<file path="config.mk">
export PLATFORM = sky130hd
export DESIGN_NAME = smd_multipad_encoder
export DESIGN_NICKNAME = d
export VERILOG_FILES = /design/src/rtl/smd_multipad_encoder.sv
export SDC_FILE = /design/constraint.sdc
export NUM_CORES = 1
export LEC_CHECK = 0
export BUFFER_PORTS_ARGS = -buffer_cell sky130_fd_sc_hd__buf_2
export CORE_MARGIN = 4
export CORE_UTILIZATION = 40
export CTS_BUF_LIST = sky130_fd_sc_hd__clkbuf_4
export DETAILED_ROUTE_END_ITERATION = 16
export MAX_ROUTING_LAYER = met4
export PLACE_DENSITY = 0.71
export SYNTH_ARGS = -nofsm -noshare
export SYNTH_HDL_FRONTEND = slang
export SYNTH_SLANG_ARGS = --single-unit
</file>
<file path="constraint.sdc">
create_clock -name clk -period 2.2 [get_ports clk]
set_input_delay 0.44 -clock clk [delete_from_list [all_inputs] [get_ports clk]]
set_output_delay 0.44 -clock clk [all_outputs]
set_load 0.03 [all_outputs]
</file>
<file path="src/rtl/smd_multipad_encoder.sv">
// Genesis/Mega Drive multi-port pad encoder: select sync, phase counting, idle timeout, pin mux.
// Optional autofire on the six action buttons when SMD_TURBO_EN is defined.
module smd_multipad_encoder #(
   parameter int NUM_PADS    = 1,
   parameter int CLK_FREQ    = 20000000,
   parameter int TIMEOUT_US  = 1500,
   parameter int SYNC_STAGES = 2,
   parameter int TURBO_HZ    = 15
) (
   input  logic                    clk,
   input  logic                    rst_n,
   input  logic [NUM_PADS-1:0]     sel,
   input  logic [12*NUM_PADS-1:0]  btn,
   input  logic [NUM_PADS-1:0]     six_btn,
`ifdef SMD_TURBO_EN
   input  logic [6*NUM_PADS-1:0]   turbo_mask,
`endif
   output logic [6*NUM_PADS-1:0]   p,
   output logic [3*NUM_PADS-1:0]   phase_dbg
);

   localparam int TO_CYC = CLK_FREQ / 1000000 * TIMEOUT_US;
   localparam int CW     = $clog2(TO_CYC + 1);
   localparam logic [CW-1:0] TO_LOAD = CW'(TO_CYC);

   localparam logic [2:0] PH_0 = 3'd0;
   localparam logic [2:0] PH_3 = 3'd3;
   localparam logic [2:0] PH_4 = 3'd4;
   localparam logic [2:0] PH_5 = 3'd5;

`ifdef SMD_TURBO_EN
   localparam int TURBO_DIV = CLK_FREQ / (2 * TURBO_HZ);
   localparam int TW        = $clog2(TURBO_DIV + 1);

   logic [TW-1:0] turbo_cnt;
   logic          turbo_ph;

   // One divider shared by all pads so autofire stays in step across ports.
   always_ff @(posedge clk or negedge rst_n) begin
      if (!rst_n) begin
         turbo_cnt <= '0;
         turbo_ph  <= 1'b0;
      end else if (turbo_cnt == TW'(TURBO_DIV - 1)) begin
         turbo_cnt <= '0;
         turbo_ph  <= ~turbo_ph;
      end else begin
         turbo_cnt <= turbo_cnt + TW'(1);
      end
   end
`endif

   for (genvar i = 0; i < NUM_PADS; i++) begin : g_pad
      logic [SYNC_STAGES-1:0] sync;
      logic                   s;
      logic                   last_sel;
      logic                   mode_q;
      logic                   edge_det;
      logic [2:0]             phase;
      logic [2:0]             phase_n;
      logic [CW-1:0]          cnt;
      logic [CW-1:0]          cnt_n;
      logic [11:0]            b;
      logic [5:0]             p_n;
      logic [5:0]             p_q;

      assign s        = sync[SYNC_STAGES-1];
      assign edge_det = (s != last_sel);

      always_comb begin
         b = btn[12*i +: 12];
`ifdef SMD_TURBO_EN
         b[4]  = b[4]  | (turbo_mask[6*i+0] & turbo_ph);
         b[5]  = b[5]  | (turbo_mask[6*i+1] & turbo_ph);
         b[6]  = b[6]  | (turbo_mask[6*i+2] & turbo_ph);
         b[8]  = b[8]  | (turbo_mask[6*i+3] & turbo_ph);
         b[9]  = b[9]  | (turbo_mask[6*i+4] & turbo_ph);
         b[10] = b[10] | (turbo_mask[6*i+5] & turbo_ph);
`endif
      end

      // An edge beats a same-cycle expiry; a mode change or 3-button mode pins phase to 0.
      always_comb begin
         phase_n = phase;
         cnt_n   = cnt;
         if (edge_det) begin
            phase_n = phase + 3'd1;
            cnt_n   = TO_LOAD;
         end else if (cnt == '0) begin
            phase_n = PH_0;
            cnt_n   = TO_LOAD;
         end else begin
            cnt_n = cnt - CW'(1);
         end
         if (!six_btn[i] || (six_btn[i] != mode_q))
            phase_n = PH_0;
      end

      // b = {md,z,y,x,st,c,b,a,rg,lf,dw,up}; pins ordered {1,2,3,4,6,9}.
      always_comb begin
         p_n = 6'h3F;
         if (!s) begin
            if (phase_n == PH_5)
               p_n = {4'b1111, b[4], b[7]};
            else if ((phase_n == PH_3) || (phase_n == PH_4))
               p_n = {4'b0000, b[4], b[7]};
            else
               p_n = {b[0], b[1], 2'b00, b[4], b[7]};
         end else if ((phase_n == PH_4) || (phase_n == PH_5)) begin
            p_n = {b[10], b[9], b[8], b[11], 2'b11};
         end else begin
            p_n = {b[0], b[1], b[2], b[3], b[5], b[6]};
         end
      end

      always_ff @(posedge clk or negedge rst_n) begin
         if (!rst_n) begin
            sync     <= '1;
            last_sel <= 1'b1;
            mode_q   <= 1'b0;
            phase    <= PH_0;
            cnt      <= TO_LOAD;
            p_q      <= 6'h3F;
         end else begin
            sync     <= {sync[SYNC_STAGES-2:0], sel[i]};
            last_sel <= s;
            mode_q   <= six_btn[i];
            phase    <= phase_n;
            cnt      <= cnt_n;
            p_q      <= p_n;
         end
      end

      assign p[6*i +: 6]         = p_q;
      assign phase_dbg[3*i +: 3] = phase;
   end

endmodule

</file>
---- After elaboration in Yosys (flattened, before gate mapping) ----
Index checks and enable logic that the tools add are counted.
operators by class
  $add $sub $neg .......................... 2
  eq/ne operators ......................... 5
  multiplexer cells ....................... 9
  reductions and logical operators ........ 5
operators by type and width
  cell                   count
  $mux 15                2
  $mux 6                 4
  $logic_not 15->1       1
  $sub 15x1->15 const B  1
  $mux 3                 3
  $eq 3x3->1 const B     2
  $add 3x1->3 const B    1
  $eq 3x2->1 const B     1
  $logic_or 1x1->1       3
  $ne 1x1->1             2
  $logic_not 1->1        1
word-level totals
  register bits after elaboration ......... 28
  bits of input ports ..................... 16
  output and inout bits ................... 9
  logic and storage cells ................. 27

---- Longest topological paths before layout ----
Gate-level depths: netlist of the first run.
  word-level depth ........................ 9
  depth in mapped cells ................... 8
  depth with buffers taken out ............ 7

---- Worst setup path after synthesis of the first run ----
OpenSTA, ideal clock, no wires.
  path type ............................... register to register
  start point ............................. reg g_pad[0].cnt[6]
  end point ............................... reg g_pad[0].p_q[4] (netlist: p[4])
  library setup time ...................... 0.079 ns
  arrival ................................. 2.271 ns
  required time ........................... 2.121 ns
  slack ................................... -0.150 ns
  stages on the path, launching flop included .. 6
  path buffers ............................ 0
  period minus slack after synthesis ...... 2.350 ns
  cells stage by stage .................... dfrtp_1 > or4_4 > or4_4 > o41a_4 > and2_4 > a22o_1
on the way
  word-level cells in the longest chain between the ends .. 9
  elaborated cells on any way between the ends .. 13
  classes of those cells .................. eq/ne: 3; mux: 7; reduce/logical: 3
RTL lines
  element                                   RTL line  source
  from (decl)                               60        logic [CW-1:0] cnt;
  from (signal assigned)                    128       cnt <= cnt_n;
  $logic_not 15->1 *                        88        end else if (cnt == '0) begin
  $mux 3 *                                  88
  $mux 3 *                                  85        if (edge_det) begin
  $mux 3 *                                  94        if (!six_btn[i] || (six_btn[i] != mode_q))
  $eq 3x2->1 or $eq 3x3->1 (tied branches)  104, 108
  $logic_or 1x1->1                          104       else if ((phase_n == PH_3) || (phase_n == PH_4))
  $mux 6                                    104
  $mux 6                                    102       if (phase_n == PH_5)
  $mux 6 *                                  101       if (!s) begin
  net g_pad[0].p_n[4]                       63        logic [5:0] p_n;
  to (signal assigned)                      129       p_q <= p_n;
  to (decl)                                 64        logic [5:0] p_q;
Mark *: on every way through the listed nets, which the timed path passes. The rest lies on a longest branch.

---- Worst setup path in the final report of the first run ----
Same ends and word-level chain as after synthesis.

==> out/summary.txt, run 1 <==
Gate Count Post-Synth: 133
Row Count: 21
Final Hold Violating Endpoints: 0
PD cells: 698 nW/um^2
Clock tree sinks: 28
Status: complete, but fails checks
Fill cells: 327
Post-synth EDFFs: 0
Core area: 3360 sq um
Max_cap viols: 0
Clock Latency Late Sink: 0.32 ns
Vias: 1098
Layout cells sized above 1: 0.386
Dpl cells: 213
Grt total ovfl: 0
Hold buffer count at CTS: 0
Sw frac: 0.268
Seq/Total Area, Yosys: 0.517
Slowest-stage cell, CP: or4_4
Worst Path Buf+Inv: 0
Final Max Slew Viols: 0
Synth Warn #: 0
Post-Synth Adder-Cell Area: 0.0180
Chip Width: 67.0 microns
First-pass detailed-route iteration total: 4
Tmin final: 2.29 ns
Die ar.: 4490 sq um
CP Capture Type: register
Effective utilization at floorplan: 0.414
Final layout net count: 190
Pin count of the biggest net entering global routing: 29
Worst hold path type: input port to asynchronous set/reset pin
Final Cycle Share: 1.04
Mapped cell area: 1390 sq um
Drc violations: 0
Syn Area/Cell: 10.5 sq um
Commonest non-fill, non-tap cell in the layout: buf_2
CP Launch Type: register
Mux cell area share after synthesis: 0.00718
CTS tree: yes
Hpwl dp: 2.13 mm
H-tree Lvls: 1
Layout Skew: 0.00350 ns
Largest family of logic cells by synthesized area: simple AND/OR/NAND/NOR gates
Grt met2 use: 0.212
Post-Synth XOR/XNOR Area: 0.105
Height of the die: 67.0 microns
Yosys reg bits: 28
Antenna viol nets, final: 0
RSZ-0062 raised after global routing: yes
WP data arrival: 2.56 ns
Antenna diodes: 0
Input/output buffers: 24
CP Class: register to register
Root buffer cell: clkbuf_4
Sequential Power Share: 0.498
Gr busiest metal: met2
Clock power share: 0.277
Async SR Flop Fraction: 1.00
Drt initial violations: 23
Via/cell ratio: 5.06
Max incr delay on CP: 0.53 ns
Final WS setup: -0.0862 ns
Top Ports: 25
CP dominant cell by count: or4_4
Pint: 0.889 mW
Syn Nets: 151
Initial antenna violation count: 0
Ys flop type: dfstp_2
Total CTS buffers: 3
NetSw: 0.326 mW
Drt wl/cell: 13.0 microns
Compound-Gate Fraction of Synth Area: 0.126
CTS clk-pin slew, worst paths: 0.15 ns
Logic pwr share: 0.225
Failing checks: setup timing
Finished Core Util: 0.518
Required time worst endpoint: 2.48 ns
Met3 usage: 0.0253
CTS Buffer Depth: 2
Layout area overhead: 25.0%
Worst vdd ir: 0.309 mV
RD Place Congestion: 0.917
Worst slew pin tran: 0.607 ns
Ordered cell list for the critical path: or4_4 > or4_4 > o41a_4 > and2_4 > a22o_1
Setup bufs post-CTS: 0
Synth Area in Simple Gates: 0.211
Worst path top cell family by delay: simple AND/OR/NAND/NOR gates
Non-Filler Instances: 217
Total length of routed wires: 2.81 mm
First-pass GRT wire length: 4.70 mm
Slew HR: 0.595
Met1 global-route usage: 0.188
CP Max Fanout: 6
Vias in the first global route: 1082
LEAKAGE: 0.744 nW
Total track usage: 0.140
Final setup viols: 5
Max Freq: 437 MHz
Distinct cells, synth: 32
Most frequent cells in the layout: buf_2 (24), dfstp_2 (16), nor2_1 (14)
[stage by stage]
step / power, mW / instance area, sq um / setup TNS (ns) / hold WS [ns] / worst slack [ns]
floorplan: 0.766 / 1400 / -0.0527 / 0.144 / -0.0358
global placement: 0.871 / 1660 / -0.0288 / 0.351 / -0.0264
detailed placement: 0.882 / 1660 / -0.146 / 0.353 / -0.0526
CTS: 1.22 / 1710 / -0.293 / 0.111 / -0.0712
global route: 1.28 / 1740 / -0.818 / 0.123 / -0.145
finish: 1.22 / 1740 / -0.262 / 0.0971 / -0.0862
[kinds of logic (layout without fill, tap and decap cells)]
| family | Yosys count | after routing |
|---|---|---|
| AND/OR/NAND/NOR | 57 | 57 |
| flip-flops | 28 | 28 |
| AO/OA/AOI/OAI | 24 | 24 |
| XOR/XNOR | 15 | 15 |
| buffers and inverters | 6 | 44 |
| adder cells (fa/ha/maj) | 2 | 2 |
| multiplexers | 1 | 1 |
[flip-flops by register name, summed over array words and instances (netlist names)]
register and flops:
g_pad.cnt 15, g_pad.last_sel 1, g_pad.mode_q 1, g_pad.sync 2, p 6, phase_dbg 3
[per-layer routing]
metal | vias to the layer above | share of wire
li1 | 550 | -
met1 | 538 | 0.49
met2 | 8 | 0.48
met3 | 2 | 0.020
met4 | 0 | 0.0068
met5 | - | 0
[power by group through the flow]
stage	Clock [mW]	Sequential [mW]	Combinational (mW)
after global routing	0.369	0.611	0.303
after global placement	0	0.610	0.261
after floorplan	0	0.638	0.128
after detailed placement	0	0.614	0.268
final	0.337	0.605	0.274
after CTS	0.344	0.605	0.271
[layout make-up]
class / count / area, sq um / area share
multi-input cells: 99 / 678 / 0.389
flip-flops and latches: 28 / 721 / 0.414
repair buffers: 37 / 221 / 0.127
clock inverters: 1 / 30.0 / 0.0172
inverters: 3 / 11.3 / 0.00647
clock buffers: 3 / 22.5 / 0.0129
well taps: 46 / 57.6 / 0.0330
[what timing repair did]
action	in CTS	in global routing
endpoints found under the setup margin	14	10
pin swaps	0	1
resized for setup	1	6
endpoints found under the hold margin	0	0
[synthesized netlist by cell type (2+ instances only)]
master,n,area share
a21oi_1,8,0.029
and2_1,3,0.013
clkbuf_1,3,0.0081
dfrtp_1,12,0.22
dfstp_2,16,0.30
ha_1,2,0.018
inv_1,3,0.0081
nand2_1,13,0.035
nand2b_1,6,0.027
nand3_1,3,0.011
nand4_1,2,0.0090
nor2_1,15,0.040
nor3_1,3,0.011
nor4_1,4,0.018
o211ai_1,6,0.032
o21ai_0,3,0.011
or3_1,3,0.013
or4_4,2,0.016
xnor2_1,10,0.063
xor2_1,4,0.025
[worst reg2reg max path, cell delays in order (launching register included)]
cell and delay (ns):
dfrtp_1 0.41, or4_4 0.53, or4_4 0.53, o41a_4 0.40
and2_4 0.17, a22o_1 0.21
[worst paths after layout]
path | start | cells after the start | slack, ns | endpoint
worst max-delay path | g_pad[0].cnt[6] | 5 | -0.09 | p[4]
worst min-delay path | rst_n | 1 | 0.1 | phase_dbg[2]
worst max register to register | g_pad[0].cnt[6] | 5 | -0.09 | p[4]
worst min register to register | g_pad[0].sync[0] | 0 | 0.37 | g_pad[0].sync[1]
max in group asynchronous | rst_n | 1 | 1.71 | g_pad[0].cnt[3]
min in group clk | sel | 1 | 0.19 | g_pad[0].sync[0]
No activity file was read; power rests on OpenSTA's default activity.
==> inputs of run 2 (changes only) <==
--- a/config.mk
+++ b/config.mk
@@ -15,3 +15,4 @@
 export SYNTH_ARGS = -nofsm -noshare
 export SYNTH_HDL_FRONTEND = slang
 export SYNTH_SLANG_ARGS = --single-unit
+export TNS_END_PERCENT = 1
==> run 2 against run 1 <==
Compared with the run above:
- power is 0.58% lower
- largest cell class unchanged
- fmax up 1.0%
- combinational power about the same
- the run still ends with setup timing left
- die area did not move
==> out/summary.txt, run 2 (synthesis gave the netlist of run 1 again) <==
Antenna viol nets, final: 0 (unchanged)
Worst flop-to-flop path startpoint: g_pad[0].cnt[6]
Antenna diodes: 0 (unchanged)
Die ar.: 4490 sq um (unchanged)
CP Max Fanout: 4 (-2)
Max_cap viols: 0 (unchanged)
Top Ports: 25 (unchanged)
Final layout net count: 189 (-0.53%)
Final Hold Violating Endpoints: 0 (unchanged)
Failing checks: setup timing
Max reg flops: 15 (unchanged)
Total CTS buffers: 3 (unchanged)
Drc violations: 0 (unchanged)
Root buffer cell: clkbuf_4
Total track usage: 0.142 (+0.00187)
Height of the die: 67.0 microns (unchanged)
Vias: 1104 (+0.55%)
Slew HR: 0.540 (-0.0556)
LEAKAGE: 0.737 nW (-0.82%)
Final Total Pwr: 1.21 mW (-0.58%)
Tmin final: 2.26 ns (-0.0230 ns)
Hpwl dp: 2.09 mm (-2.0%)
Crit path launch: g_pad[0].cnt[6]
Row Count: 21 (unchanged)
CP dominant cell by count: or4_4
Drt wl/cell: 12.7 microns (-2.3%)
Input/output buffers: 24 (unchanged)
Placed Area: 1650 sq um (-0.45%)
Status: complete, but fails checks
CP Launch Type: register
Non-Filler Instances: 216 (-0.46%)
CP Class: register to register
Setup bufs post-CTS: 0 (unchanged)
Total length of routed wires: 2.74 mm (-2.7%)
Worst hold path type: input port to asynchronous set/reset pin
Final Cycle Share: 1.03 (-0.0104)
Finished Cell Area: 1720 sq um (-1.1%)
Layout area overhead: 23.5%
Final Max Slew Viols: 0 (unchanged)
CTS tree: yes
WP data arrival: 2.53 ns (-0.03 ns)
Via/cell ratio: 5.11 (+1.0%)
Hold buffer count at CTS: 0 (unchanged)
H-tree Lvls: 1 (unchanged)
Chip Width: 67.0 microns (unchanged)
Required time worst endpoint: 2.47 ns (about the same)
CTS Buffer Depth: 2 (unchanged)
Grt total ovfl: 0 (unchanged)
RSZ-0062 raised after global routing: yes
Dpl cells: 212 (-0.47%)
PD cells: 702 nW/um^2 (+0.58%)
Clock Latency Late Sink: 0.33 ns (about the same)
Fill cells: 328 (+0.31%)
Slowest-stage cell, CP: or4_4
Final setup viols: 6 (+1)
Effective utilization at floorplan: 0.414 (unchanged)
Initial antenna violation count: 0 (unchanged)
Largest Register: g_pad.cnt
Most frequent cells in the layout: buf_2 (24), dfstp_2 (16), nor2_1 (15)
Layout cells sized above 1: 0.371 (-0.0154)
Clock tree sinks: 28 (unchanged)
Max incr delay on CP: 0.53 ns (about the same)
Commonest non-fill, non-tap cell in the layout: buf_2
Layout Skew: 0.00677 ns (+0.00328 ns)
Max Freq: 442 MHz (+1.0%)
First-pass detailed-route iteration total: 4 (unchanged)
Worst vdd ir: 0.457 mV (+48%)
Finished Core Util: 0.512 (-0.00595)
Core area: 3360 sq um (unchanged)
Pin count of the biggest net entering global routing: 29 (unchanged)
RD Place Congestion: 0.757 (-17%)
Drt initial violations: 50 (+120%)
Final WS setup: -0.0633 ns (+0.0230 ns)
Worst slew pin tran: 0.685 ns (+0.0784 ns)
Ordered cell list for the critical path: or4_4 > or4_4 > o41a_4 > buf_4 > nand4_1 > o211ai_1
CTS clk-pin slew, worst paths: 0.15 ns (about the same)
First-pass GRT wire length: 4.73 mm (+0.60%)
CP Capture Type: register
Vias in the first global route: 1118 (+3.3%)
[run 2: critical path, delay by kind of cell, from the launching register on]
family,cells,cell delay [ns]
AO/OA/AOI/OAI,2,0.48
flip-flops,1,0.40
AND/OR/NAND/NOR,3,1.15
buffers and inverters,1,0.16
[run 2: final timing paths]
path,to,slack (ns),cells after the start
worst min-delay path,phase_dbg[1],0.09,1
min in group clk,g_pad[0].sync[0],0.19,1
max in group asynchronous,g_pad[0].cnt[1],1.72,1
worst max register to register,p[2],-0.06,6
worst max-delay path,p[2],-0.06,6
worst min register to register,g_pad[0].sync[1],0.37,0
[run 2: layer usage]
layer / GRT usage / up-vias / wire length (microns)
met5: - / - / 0
met4: 0.0532 / 0 / 41
met3: 0.0354 / 4 / 91
met2: 0.239 / 17 / 1420
met1: 0.162 / 537 / 1180
li1: - / 546 / -
[run 2: report_power, final]
group          internal [mW]  switching [mW]  total (mW)
Sequential             0.577          0.0248       0.602
Clock                  0.184           0.151       0.335
Combinational          0.125           0.146       0.272
[run 2: what timing repair did]
item,in CTS,in global routing
setup endpoints to repair,16,16
cloned,0,0
endpoints found under the hold margin,0,0
pin swaps,0,2
gates resized for setup,2,2
[run 2: layout make-up]
| class | instances | area (sq um) | share of cell area |
|---|---|---|---|
| inverters | 3 | 11.3 | 0.00654 |
| well taps | 46 | 57.6 | 0.0334 |
| repair buffers | 36 | 210 | 0.122 |
| clock buffers | 3 | 22.5 | 0.0131 |
| clock inverters | 1 | 30.0 | 0.0174 |
| multi-input cells | 99 | 669 | 0.389 |
| flip-flops and latches | 28 | 721 | 0.419 |
[run 2: metrics by stage]
step / setup WS [ns] / hold WS, ns / TNS (ns)
after floorplan: -0.0361 / 0.144 / -0.122
after global placement: -0.0343 / 0.347 / -0.145
after detailed placement: -0.0477 / 0.348 / -0.281
after CTS: -0.0755 / 0.0882 / -0.624
after global routing: -0.156 / 0.112 / -1.07
final: -0.0633 / 0.0885 / -0.324
==> inputs of run 3 (changes only) <==
--- a/config.mk
+++ b/config.mk
@@ -11,7 +11,7 @@
 export CTS_BUF_LIST = sky130_fd_sc_hd__clkbuf_4
 export DETAILED_ROUTE_END_ITERATION = 16
 export MAX_ROUTING_LAYER = met4
-export PLACE_DENSITY = 0.71
+export PLACE_DENSITY = 0.68
 export SYNTH_ARGS = -nofsm -noshare
 export SYNTH_HDL_FRONTEND = slang
 export SYNTH_SLANG_ARGS = --single-unit
==> constraint.sdc (replaced) <==
create_clock -name clk -period 2.8 [get_ports clk]
set_input_delay 0.56 -clock clk [delete_from_list [all_inputs] [get_ports clk]]
set_output_delay 0.56 -clock clk [all_outputs]
set_load 0.03 [all_outputs]
==> run 3 against run 2 <==
Compared with the run above:
- the run now ends clean
- setup slack better by 0.40 ns
- clock skew shrank 0.0025 ns
- core utilization shrank 3.0 points
- combinational power down 42%
- fmax down 8.0%
- clock power decreased by 23%
- critical endpoint is now p[3]
- highest routed layer unchanged
==> out/summary.txt, run 3 (synthesis gave the netlist of run 1 again) <==
Footprint of the multi-input gates: 651 sq um (-2.8%)
Max Freq: 407 MHz (-8.0%)
Clock Latency Late Sink: 0.32 ns (about the same)
Non-Filler Instances: 205 (-5.1%)
Clock tree sinks: 28 (unchanged)
Post-CTS sizing: 0 (-2)
RSZ-0062 raised after global routing: no
Finished Cell Area: 1620 sq um (-5.9%)
Max reg flops: 15 (unchanged)
First-pass detailed-route iteration total: 4 (unchanged)
Setup bufs post-CTS: 0 (unchanged)
Vias in the first global route: 1088 (-2.7%)
Total CTS buffers: 3 (unchanged)
CP Launch Type: register
Antenna viol nets, final: 0 (unchanged)
Max_cap viols: 0 (unchanged)
PD cells: 560 nW/um^2 (-20%)
WP data arrival: 2.71 ns (+0.18 ns)
Final layout net count: 178 (-5.8%)
Drc violations: 0 (unchanged)
Final setup viols: 0 (-6)
Die ar.: 4490 sq um (unchanged)
Grt total ovfl: 0 (unchanged)
Total length of routed wires: 2.67 mm (-2.6%)
Via/cell ratio: 5.10 (-0.17%)
Final Cycle Share: 0.878 (-0.150)
Hpwl dp: 2.05 mm (-1.7%)
Tmin final: 2.46 ns (+0.196 ns)
CTS clk-pin slew, worst paths: 0.14 ns (about the same)
Commonest non-fill, non-tap cell in the layout: buf_2
Row Count: 21 (unchanged)
CTS tree: yes
Worst vdd ir: 0.520 mV (+14%)
Fill cells: 334 (+1.8%)
Slew HR: 0.588 (+0.0478)
Effective utilization at floorplan: 0.414 (unchanged)
Setup_tns: 0 ns (+0.324 ns)
Layout area overhead: 16.2%
Initial antenna violation count: 0 (unchanged)
Required time worst endpoint: 3.05 ns (+0.58 ns)
CP Class: register to register
Finished Core Util: 0.482 (-0.0301)
Height of the die: 67.0 microns (unchanged)
Input/output buffers: 24 (unchanged)
CP dominant cell by count: or4_4
Top Ports: 25 (unchanged)
Total track usage: 0.142 (-0.000158)
CP Capture Type: register
Worst hold path type: input port to asynchronous set/reset pin
Core area: 3360 sq um (unchanged)
Max incr delay on CP: 0.56 ns (+0.03 ns)
Worst slew pin tran: 0.614 ns (-0.0712 ns)
FF+latch area: 721 sq um (unchanged)
Vias: 1046 (-5.3%)
Status: finished, final reports clean
Antenna diodes: 0 (unchanged)
RD Place Congestion: 0.780 (+3.0%)
Slowest-stage cell, CP: or4_4
Placed Area: 1570 sq um (-5.0%)
Drt initial violations: 52 (+4.0%)
CP Max Fanout: 8 (+4)
H-tree Lvls: 1 (unchanged)
CTS Buffer Depth: 2 (unchanged)
Chip Width: 67.0 microns (unchanged)
Pin count of the biggest net entering global routing: 29 (unchanged)
Final Max Slew Viols: 0 (unchanged)
LEAKAGE: 0.681 nW (-7.6%)
Final Hold Violating Endpoints: 0 (unchanged)
Ordered cell list for the critical path: or4_4 > or4_4 > o41a_4 > and2_4 > o211ai_1
First-pass GRT wire length: 4.84 mm (+2.5%)
Hold buffer count at CTS: 0 (unchanged)
Layout cells sized above 1: 0.308 (-0.0624)
Drt wl/cell: 13.0 microns (+2.7%)
Most frequent cells in the layout: buf_2 (24), dfstp_2 (16), nor2_1 (15)
Layout Skew: 0.00430 ns (-0.00247 ns)
Dpl cells: 201 (-5.2%)
Largest Register: g_pad.cnt
Root buffer cell: clkbuf_4
run 3: path summary, 6_finish.rpt:
| kind | startpoint | endpoint | slack (ns) | cells after the start |
|---|---|---|---|---|
| worst min-delay path | rst_n | g_pad[0].cnt[3] | 0.21 | 1 |
| worst max-delay path | g_pad[0].cnt[6] | p[3] | 0.34 | 5 |
| min in group clk | sel | g_pad[0].sync[0] | 0.31 | 1 |
| worst min register to register | g_pad[0].sync[0] | g_pad[0].sync[1] | 0.37 | 0 |
| max in group asynchronous | rst_n | p[2] | 2.20 | 1 |
| worst max register to register | g_pad[0].cnt[6] | p[3] | 0.34 | 5 |
run 3: critical path, delay by kind of cell (launching register included):
kind | cells | cell delay, ns
compound gates | 2 | 0.71
flops | 1 | 0.43
simple gates | 3 | 1.24
run 3: area by class of cell:
type,count,share of cell area
Tap cell,46,0.0355
Multi-Input combinational cell,99,0.402
Clock buffer,3,0.0139
Clock inverter,1,0.0185
Timing Repair Buffer,25,0.0788
Inverter,3,0.00695
Sequential cell,28,0.445
run 3: metrics by stage:
step / setup slack [ns] / hold slack (ns) / power, mW
2_1_floorplan: 0.450 / 0.264 / 0.601
3_5_place_dp: 0.372 / 0.347 / 0.657
6_report: 0.341 / 0.210 / 0.908
4_1_cts: 0.322 / 0.213 / 0.918
3_3_place_gp: 0.411 / 0.351 / 0.645
5_1_grt: 0.209 / 0.216 / 0.967
run 3: metal layers:
layer | part of all wire | vias up | global-route usage
met1 | 0.46 | 500 | 0.185
met4 | 0.0079 | 0 | 0.0354
li1 | - | 521 | -
met3 | 0.036 | 4 | 0.0337
met5 | 0 | - | -
met2 | 0.50 | 21 | 0.222
run 3: power by group:
group / total [mW] / switching, mW / leakage [nW] / internal (mW)
clock: 0.258 / 0.114 / 0.0279 / 0.145
combinational: 0.159 / 0.0918 / 0.325 / 0.0670
sequential: 0.491 / 0.0363 / 0.328 / 0.454
